==> config.mk <==
export PLATFORM = sky130hd
export DESIGN_NAME = serial_add_ctrl
export DESIGN_NICKNAME = d
export VERILOG_FILES = /design/src/rtl/serial_add_ctrl.sv
export SDC_FILE = /design/constraint.sdc
export NUM_CORES = 1
export LEC_CHECK = 0
export BUFFER_PORTS_ARGS = -buffer_cell sky130_fd_sc_hd__buf_2
export CORE_MARGIN = 1
export CORE_UTILIZATION = 58
export CTS_BUF_LIST = sky130_fd_sc_hd__clkbuf_8 sky130_fd_sc_hd__clkbuf_16
export CTS_CLUSTER_DIAMETER = 120
export CTS_CLUSTER_SIZE = 20
export DETAILED_ROUTE_END_ITERATION = 12
export PLACE_DENSITY_LB_ADDON = 0.25
export SLEW_MARGIN = 5
export SYNTH_ARGS = -nofsm -noshare
export SYNTH_HDL_FRONTEND = slang
export SYNTH_SLANG_ARGS = --single-unit
==> constraint.sdc <==
create_clock -name clk -period 3.85 [get_ports clk]
set_input_delay 1.155 -clock clk [delete_from_list [all_inputs] [get_ports clk]]
set_output_delay 1.155 -clock clk [all_outputs]
set_load 0.01 [all_outputs]
==> src/rtl/serial_add_ctrl.sv <==
// -----------------------------------------------------------------------------
// serial_add_ctrl
//
// Bit-serial addition controller. One 1-bit full-adder cell and a carry
// flip-flop compute {cout, sum} = a + b + cin over WIDTH clock cycles,
// processing the operands LSB first.
//
// Handshakes:
//   - Input side : in_valid / in_ready. An operation is accepted on the edge
//                  where both are high. in_ready is high only while idle.
//   - Output side: out_valid / out_ready. The result is held stable until
//                  the consumer takes it.
//
// Ports:
//   clk        rising-edge clock
//   rst        asynchronous, active-high reset
//   in_valid   operands and cin present
//   in_ready   controller can accept an operation
//   a, b       WIDTH-bit operands
//   cin        carry-in for bit 0
//   sub        (SERIAL_ADD_SUB_EN only) 1 = compute a - b instead of a + b
//   out_valid  sum/cout valid
//   out_ready  consumer takes the result
//   sum        WIDTH-bit result
//   cout       carry out of bit WIDTH-1 (for subtraction: 1 = no borrow)
//   busy       high while an operation is in flight or awaiting hand-off
//
// Configuration:
//   SERIAL_ADD_SUB_EN  when defined, adds the sub port and the b-path
//                      inverter so the same cell can subtract.
// -----------------------------------------------------------------------------
module serial_add_ctrl #(
  parameter int WIDTH = 8
) (
  input  logic             clk,
  input  logic             rst,
  input  logic             in_valid,
  output logic             in_ready,
  input  logic [WIDTH-1:0] a,
  input  logic [WIDTH-1:0] b,
  input  logic             cin,
`ifdef SERIAL_ADD_SUB_EN
  input  logic             sub,
`endif
  output logic             out_valid,
  input  logic             out_ready,
  output logic [WIDTH-1:0] sum,
  output logic             cout,
  output logic             busy
);

  localparam int CNT_W = $clog2(WIDTH);

  typedef enum logic [1:0] {
    IDLE = 2'd0,
    RUN  = 2'd1,
    DONE = 2'd2
  } state_t;

  state_t           state, state_nxt;
  logic [CNT_W-1:0] counter;
  logic [WIDTH-1:0] a_sh, b_sh, sum_sh;
  logic [WIDTH-1:0] sum_sh_nxt;
  logic             carry_q;
  logic             carry_init;
  logic             last_bit;
  logic             accept;

  // Full-adder cell signals
  logic             cell_a, cell_b, cell_s, cell_co;

`ifdef SERIAL_ADD_SUB_EN
  logic             sub_q;

  // Subtraction is a + ~b + 1: invert b per bit and seed the carry with 1.
  assign cell_b     = b_sh[0] ^ sub_q;
  assign carry_init = sub ? 1'b1 : cin;
`else
  assign cell_b     = b_sh[0];
  assign carry_init = cin;
`endif

  assign cell_a  = a_sh[0];
  assign cell_s  = cell_a ^ cell_b ^ carry_q;
  assign cell_co = (cell_a & cell_b) | (carry_q & (cell_a ^ cell_b));

  // New sum bit enters at the MSB; after WIDTH shifts bit 0 sits at sum[0].
  assign sum_sh_nxt = WIDTH'({cell_s, sum_sh} >> 1);

  assign last_bit = (counter == CNT_W'(WIDTH - 1));

  // ---------------------------------------------------------------------------
  // FSM state register
  // ---------------------------------------------------------------------------
  // NOTE: every clocked process uses non-blocking (<=) assignments so all
  // registers update from the same pre-edge values; blocking here would make
  // results depend on statement order.
  always_ff @(posedge clk or posedge rst) begin
    if (rst) begin
      state <= IDLE;
    end else begin
      state <= state_nxt;
    end
  end

  // ---------------------------------------------------------------------------
  // FSM next-state and handshake outputs
  // ---------------------------------------------------------------------------
  // NOTE: every signal driven here gets a default first, so no path through
  // the case leaves a value unassigned and no latch is inferred.
  always_comb begin
    state_nxt = state;
    in_ready  = 1'b0;
    out_valid = 1'b0;
    busy      = 1'b1;
    accept    = 1'b0;
    case (state)
      IDLE: begin
        in_ready = 1'b1;
        busy     = 1'b0;
        accept   = in_valid;
        if (in_valid) state_nxt = RUN;
      end
      RUN: begin
        if (last_bit) state_nxt = DONE;
      end
      DONE: begin
        out_valid = 1'b1;
        // in_valid is not looked at here: a new operation waits for IDLE.
        if (out_ready) state_nxt = IDLE;
      end
      default: begin
        state_nxt = IDLE;
      end
    endcase
  end

  // ---------------------------------------------------------------------------
  // Datapath: operand capture, bit-serial shift, result load
  // ---------------------------------------------------------------------------
  // NOTE: all datapath registers (shift registers included) are cleared by
  // reset, so an abort mid-operation leaves no stale partial result visible.
  always_ff @(posedge clk or posedge rst) begin
    if (rst) begin
      a_sh    <= '0;
      b_sh    <= '0;
      sum_sh  <= '0;
      carry_q <= 1'b0;
      counter <= '0;
      sum     <= '0;
      cout    <= 1'b0;
`ifdef SERIAL_ADD_SUB_EN
      sub_q   <= 1'b0;
`endif
    end else begin
      if (accept) begin
        a_sh    <= a;
        b_sh    <= b;
        carry_q <= carry_init;
        counter <= '0;
        sum_sh  <= '0;
`ifdef SERIAL_ADD_SUB_EN
        sub_q   <= sub;
`endif
      end else if (state == RUN) begin
        a_sh    <= a_sh >> 1;
        b_sh    <= b_sh >> 1;
        sum_sh  <= sum_sh_nxt;
        carry_q <= cell_co;
        counter <= counter + CNT_W'(1);
        // Publish the result on the final bit; sum/cout then hold until the
        // next operation completes.
        if (last_bit) begin
          sum  <= sum_sh_nxt;
          cout <= cell_co;
        end
      end
    end
  end

endmodule

## After elaboration in Yosys (flattened, before gate mapping)

Cells that the tools add are included.

- Bits of input ports: 21
- Register bits after elaboration: 39
- Output and inout bits: 12

- Reduce and logical (&&, ||, !) cells: 4
- Bitwise gates (word level): 6
- Multiplexer cells: 18
- Add/sub/neg operators: 1
- Equality and inequality tests: 6

Operator list:

| kind | count |
|---|---|
| 8-bit 2-to-1 mux | 6 |
| 1-bit 2-to-1 mux | 6 |
| 2-bit 2-to-1 mux | 3 |
| 3-bit 2-to-1 mux | 2 |
| 2-bit != test, second input constant | 3 |
| 2-bit case mux with 3 select lines | 1 |
| 3-bit AND reduction | 2 |
| 3-bit by 1-bit adder with 3-bit output, second input constant | 1 |
| 3-bit == test, second input constant | 1 |
| 1-bit bitwise AND | 2 |
| 2-bit by 1-bit == test with 1-bit output, second input constant | 1 |
| 2-bit == test, second input constant | 1 |
| 2-bit logical NOT | 1 |
| 2-bit nonzero test | 1 |
| 1-bit XOR | 2 |
| 1-bit NOT | 1 |
| 1-bit OR | 1 |

## Depth between registers and ports, before layout

- Depth in word-level cells: 5
- Depth in mapped cells: 5

## Worst setup path before layout

No wires, ideal clock.

- Path kind: reg2out
- Start: register state[0]
- End: output port busy
- Path buffers: 2
- Arrival time: 1005 ps
- Slack: 1690 ps
- Cell stages (with the launch flop): 5
- Data required time: 2695 ps
- Cell sequence: dfrtp_1 buf_6 clkbuf_1 nor2_1 inv_1

- Word-level cells in the longest chain between the ends: 2

RTL lines:

| what | line | text |
|---|---|---|
| start: declaration | 60 | `state_t state, state_nxt;` |
| start signal: assignment | 102 | `state <= state_nxt;` |
| 2-bit logical NOT | 117 | `case (state)` |
| 1-bit 2-to-1 mux | 117 |  |
| end: declaration | 49 | `output logic busy` |

No other way between the ends.

## Worst setup path in the final report

- Start: register state[1]
- End: output port out_valid

- Word-level cells in the longest chain between the ends: 2

RTL lines:

| what | line | text |
|---|---|---|
| 2-bit == test | 117 |  |
| 1-bit 2-to-1 mux | 117 |  |
| end: declaration | 45 | `output logic out_valid,` |

No other way between the ends.

==> run summary <==
The worst hold path class is register to register. The run finished with clean final reports. For the final routed database, the setup TNS stands at 0 ns. The largest individual stage delay along the critical path comes from the cell dfrtp_1. The netlist area before placement came out at between 0.0015 and 0.002 mm2. The post-synthesis cell type count is 24. The final design utilization came out at 70.4%. Global routing used 22.4% of the available tracks.

The signal on the critical path passes through clkinv_1 -> nor2_1 -> buf_2. 0 antenna diodes ended up in the layout. The number of buffers inserted during clock tree synthesis came out at 5. The area fraction in compound gates after synthesis came out at 16.3%. Combinational logic burns between 30 and 40% of the power. The kind of cell adding the most delay to the critical path is flip-flops.

The number of buffers and inverters on the critical path is 2. The transition time at the pin with the least slew margin is ~0.86 ns. The HPWL reported at the end of detailed placement came out at approximately 2200 um. The endpoint required time on the critical path is 2.69 ns.

The weighted congestion reported at the end of routability-driven placement is 0.771. The number of max-slew violations in the final report came out at 0. The critical path startpoint category is a register.

Once layout is done, the placed cells without fillers occupy 0.00194 mm2. The number of buffers inserted by hold repair at cts is 0. After clock tree synthesis, the clock-pin slew on the worst setup and hold paths is roughly 0.070 ns. Summing all multi-input logic gate instances after layout gives 674 um2. The post-placement setup slack came out at 1.36 ns.

The number of antenna violations at the first check in global routing is 0. Once detail routing completed, the nets flagged for antenna violations numbered 0. The net switching component of the power came out at 0.563 mW. The static leakage came out at approximately 0.94 nW. The final routed wire length divided by cell count is 14.9 um.

The maximum clock frequency came out at 357 MHz. The area growth from synthesis to layout is 14.3%. The worst pin sits at a relative slew slack of 42.5%. The maximum single-stage delay on the critical path came out at 0.68 ns.

The part of the power in registers came out at 46.4%. The overall via count from detail_route came out at 1219. The post-synthesis share of cell area spent on and, or, nand and nor gates came out at 12.7%. Counting the fill cells in the layout gives ~210. From left edge to right edge, the die measures 56.1 um. The number of resized instances in the post-cts repair step is 0. The internal portion of the total power is 1.02 mW. For this block, the initial DRC count from the detailed router was 56.

In this run the core area contains 19 standard-cell rows. The clock net in this run drives a total of 38 sinks. The non-filler instance count after layout came out at ~210. The number of port buffers came out at 32. The number of vias per cell is 5.83. The worst voltage drop across the vdd grid is 0.627 mV. Synthesis produced a netlist whose cell count is roughly 150. Across the run, the number of max-cap violations was 0. The critical path class is register to output pin.

The number of warnings reported in the yosys synthesis log is 0. The share of total power consumed by net switching is 35.6%. The maximum fanout along the worst path came out at 18. The multiplexer fraction of the synthesized cell area came out at 7.95%. The average cell area after synthesis came out at 11.6 um2. The power consumption is 1.58 mW. Across all hold checks on the routed design, the worst slack comes to 0.505 ns. The arrival time at the worst endpoint is 1.65 ns. The power density relative to cell area came out at slightly above 800 mW/mm2.

The count of boundary I/O pins came out at 33. The xor/xnor cell area share of the yosys netlist is 0%. STA classifies the critical path endpoint as an output pin. The post-detailed-route DRC marker count is 0.

The footprint of the flip-flops and latches is 951 um2. The number of synthesized register bits came out at 38. The number of buffers between clock root and the deepest sink came out at 2. After global routing the overflow that remains totals 0. The initial utilization of the core area, before any placement, comes to 61.6%. The final-stage net count is 201. TritonCTS built the clock tree. Summed over all layers, the routed wires come to 3120 um. The die height is 56.1 um. Setup repair after global routing left no endpoint under its margin. The via count of the first global-routing pass is 1209. The least setup slack across all paths after layout is 1.05 ns. The cell sitting at the root of the clock tree is a clkbuf_8.

The maximum number of pins on one net before global-route repair came out at 25. The post-detailed-placement cell area came out at about 0.0018 mm2. The floorplan step defined a die boundary enclosing around 0.0032 mm2. The first TritonRoute pass finished after 4 iterations. Setup violations remaining at the end of the flow were counted as 0. The maximum clock skew at final layout came out at slightly above 0.005 ns. The clock power share is 17.3%. The final clock period utilization by the worst path is 72.8%. The number of buffers inserted by post-CTS setup repair is 0.

After synthesis, the largest family of logic cells by area is compound AO/OA/AOI/OAI gates. The total number of H-tree levels came out at 2. The number of placed instances with taps included came out at 201. The minimum clock period after layout is around 2.8 ns. The worst-skew pair later-pin latency came out at about 0.28 ns. The adder-cell share of the synthesized area is 2.65%. The sequential area share after synthesis is about 56%.

The fraction of layout cells with a size suffix above 1 came out at 30.3%. The core box area came out at 0.00276 mm2. The final hold violation count is 0.

The total nets after synthesis came out at 170. The first global-routing pass estimated 5460 um of wire.
[per-layer routing]
layer / wire length [um] / GRT usage (%) / part of all wire, % / vias up
met5: 0 / 0 / 0 / -
li1: - / - / - / 592
met1: 1430 / 28.6 / 46 / 589
met4: 32 / 6.97 / 1.0 / 0
met3: 114 / 5.81 / 3.7 / 4
met2: 1550 / 37.4 / 50 / 34
[cells by family after synthesis]
family                   Yosys count
AO/OA/AOI/OAI                     42
AND/OR/NAND/NOR                   41
flip-flops                        38
buffers and inverters             13
multiplexers                       9
adder cells (fa/ha/maj)            3
[flip-flops by register name, summed over array words and instances (netlist names)]
| signal | cells |
|---|---|
| counter | 3 |
| a_sh | 8 |
| sum | 8 |
| cout | 1 |
| sum_sh | 7 |
| b_sh | 8 |
| state | 2 |
| carry_q | 1 |
[layout make-up]
type,count,area share (%)
tap,31,2.00
clock buffer,6,4.25
multi-input combinational,95,34.7
timing repair buffer,33,8.63
inverter,4,0.773
sequential,38,49.0
clock inverter,2,0.644
[path summary, 6_finish.rpt]
path / endpoint / cells after the start / from / slack, ns
worst min-delay path: sum[1] / 1 / sum[1] / 0.51
max in group asynchronous: b_sh[1] / 3 / rst / 2.07
worst max register to register: sum[4] / 3 / state[0] / 2.08
worst min register to register: sum[1] / 1 / sum[1] / 0.51
worst max-delay path: out_valid / 3 / state[1] / 1.05
min in group asynchronous: sum[5] / 2 / rst / 1.05
[power groups by stage]
| stage | clock (mW) | sequential [mW] | combinational, mW |
|---|---|---|---|
| final | 0.273 | 0.734 | 0.574 |
| after global routing | 0.298 | 0.758 | 0.643 |
| after CTS | 0.282 | 0.733 | 0.577 |
| after detailed placement | 0 | 0.741 | 0.576 |
| after global placement | 0 | 0.726 | 0.554 |
| after floorplan | 0 | 0.701 | 0.476 |
[placed cells by master (no fill, tap or decap)]
master,Yosys,layout
buf_2,2,32
nor2b_4,1,1
o31ai_1,1,1
buf_4,2,1
nor2_1,11,11
o22ai_1,16,16
nand2_1,3,3
fa_1,1,1
a21oi_1,9,9
o21ba_2,1,1
inv_1,3,3
clkinv_2,0,1
ha_1,2,2
clkinvlp_4,0,1
mux2_4,9,9
nor3_1,21,21
clkinv_1,1,1
o21bai_2,1,1
a22o_1,9,9
nor2b_1,2,2
clkbuf_8,0,6
dfrtp_1,38,38
nand2_8,1,1
o21ai_0,5,5
nand2b_1,2,2
[Yosys cell counts (all sizes together)]
| master | n | share of area (%) |
|---|---|---|
| a21oi | 9 | 2.7 |
| a22o | 9 | 4.6 |
| buf | 6 | 2.8 |
| clkbuf | 3 | 0.66 |
| clkinv | 1 | 0.22 |
| dfrtp | 38 | 56 |
| fa | 1 | 1.2 |
| ha | 2 | 1.5 |
| inv | 3 | 0.66 |
| mux2 | 9 | 8.0 |
| nand2 | 4 | 1.8 |
| nand2b | 2 | 0.74 |
| nor2 | 11 | 2.4 |
| nor2b | 3 | 1.5 |
| nor3 | 21 | 6.2 |
| o21ai | 5 | 1.5 |
| o21ba | 1 | 0.59 |
| o21bai | 1 | 0.66 |
| o22ai | 16 | 5.9 |
| o31ai | 1 | 0.44 |
[worst register-to-register path, delay by kind of cell (launching register included)]
| family | cells | cell delay (ns) |
|---|---|---|
| DFF | 1 | 0.73 |
| muxes | 1 | 0.32 |
| and+or+nand+nor | 2 | 0.61 |
Power figures use the tool's default switching activity.
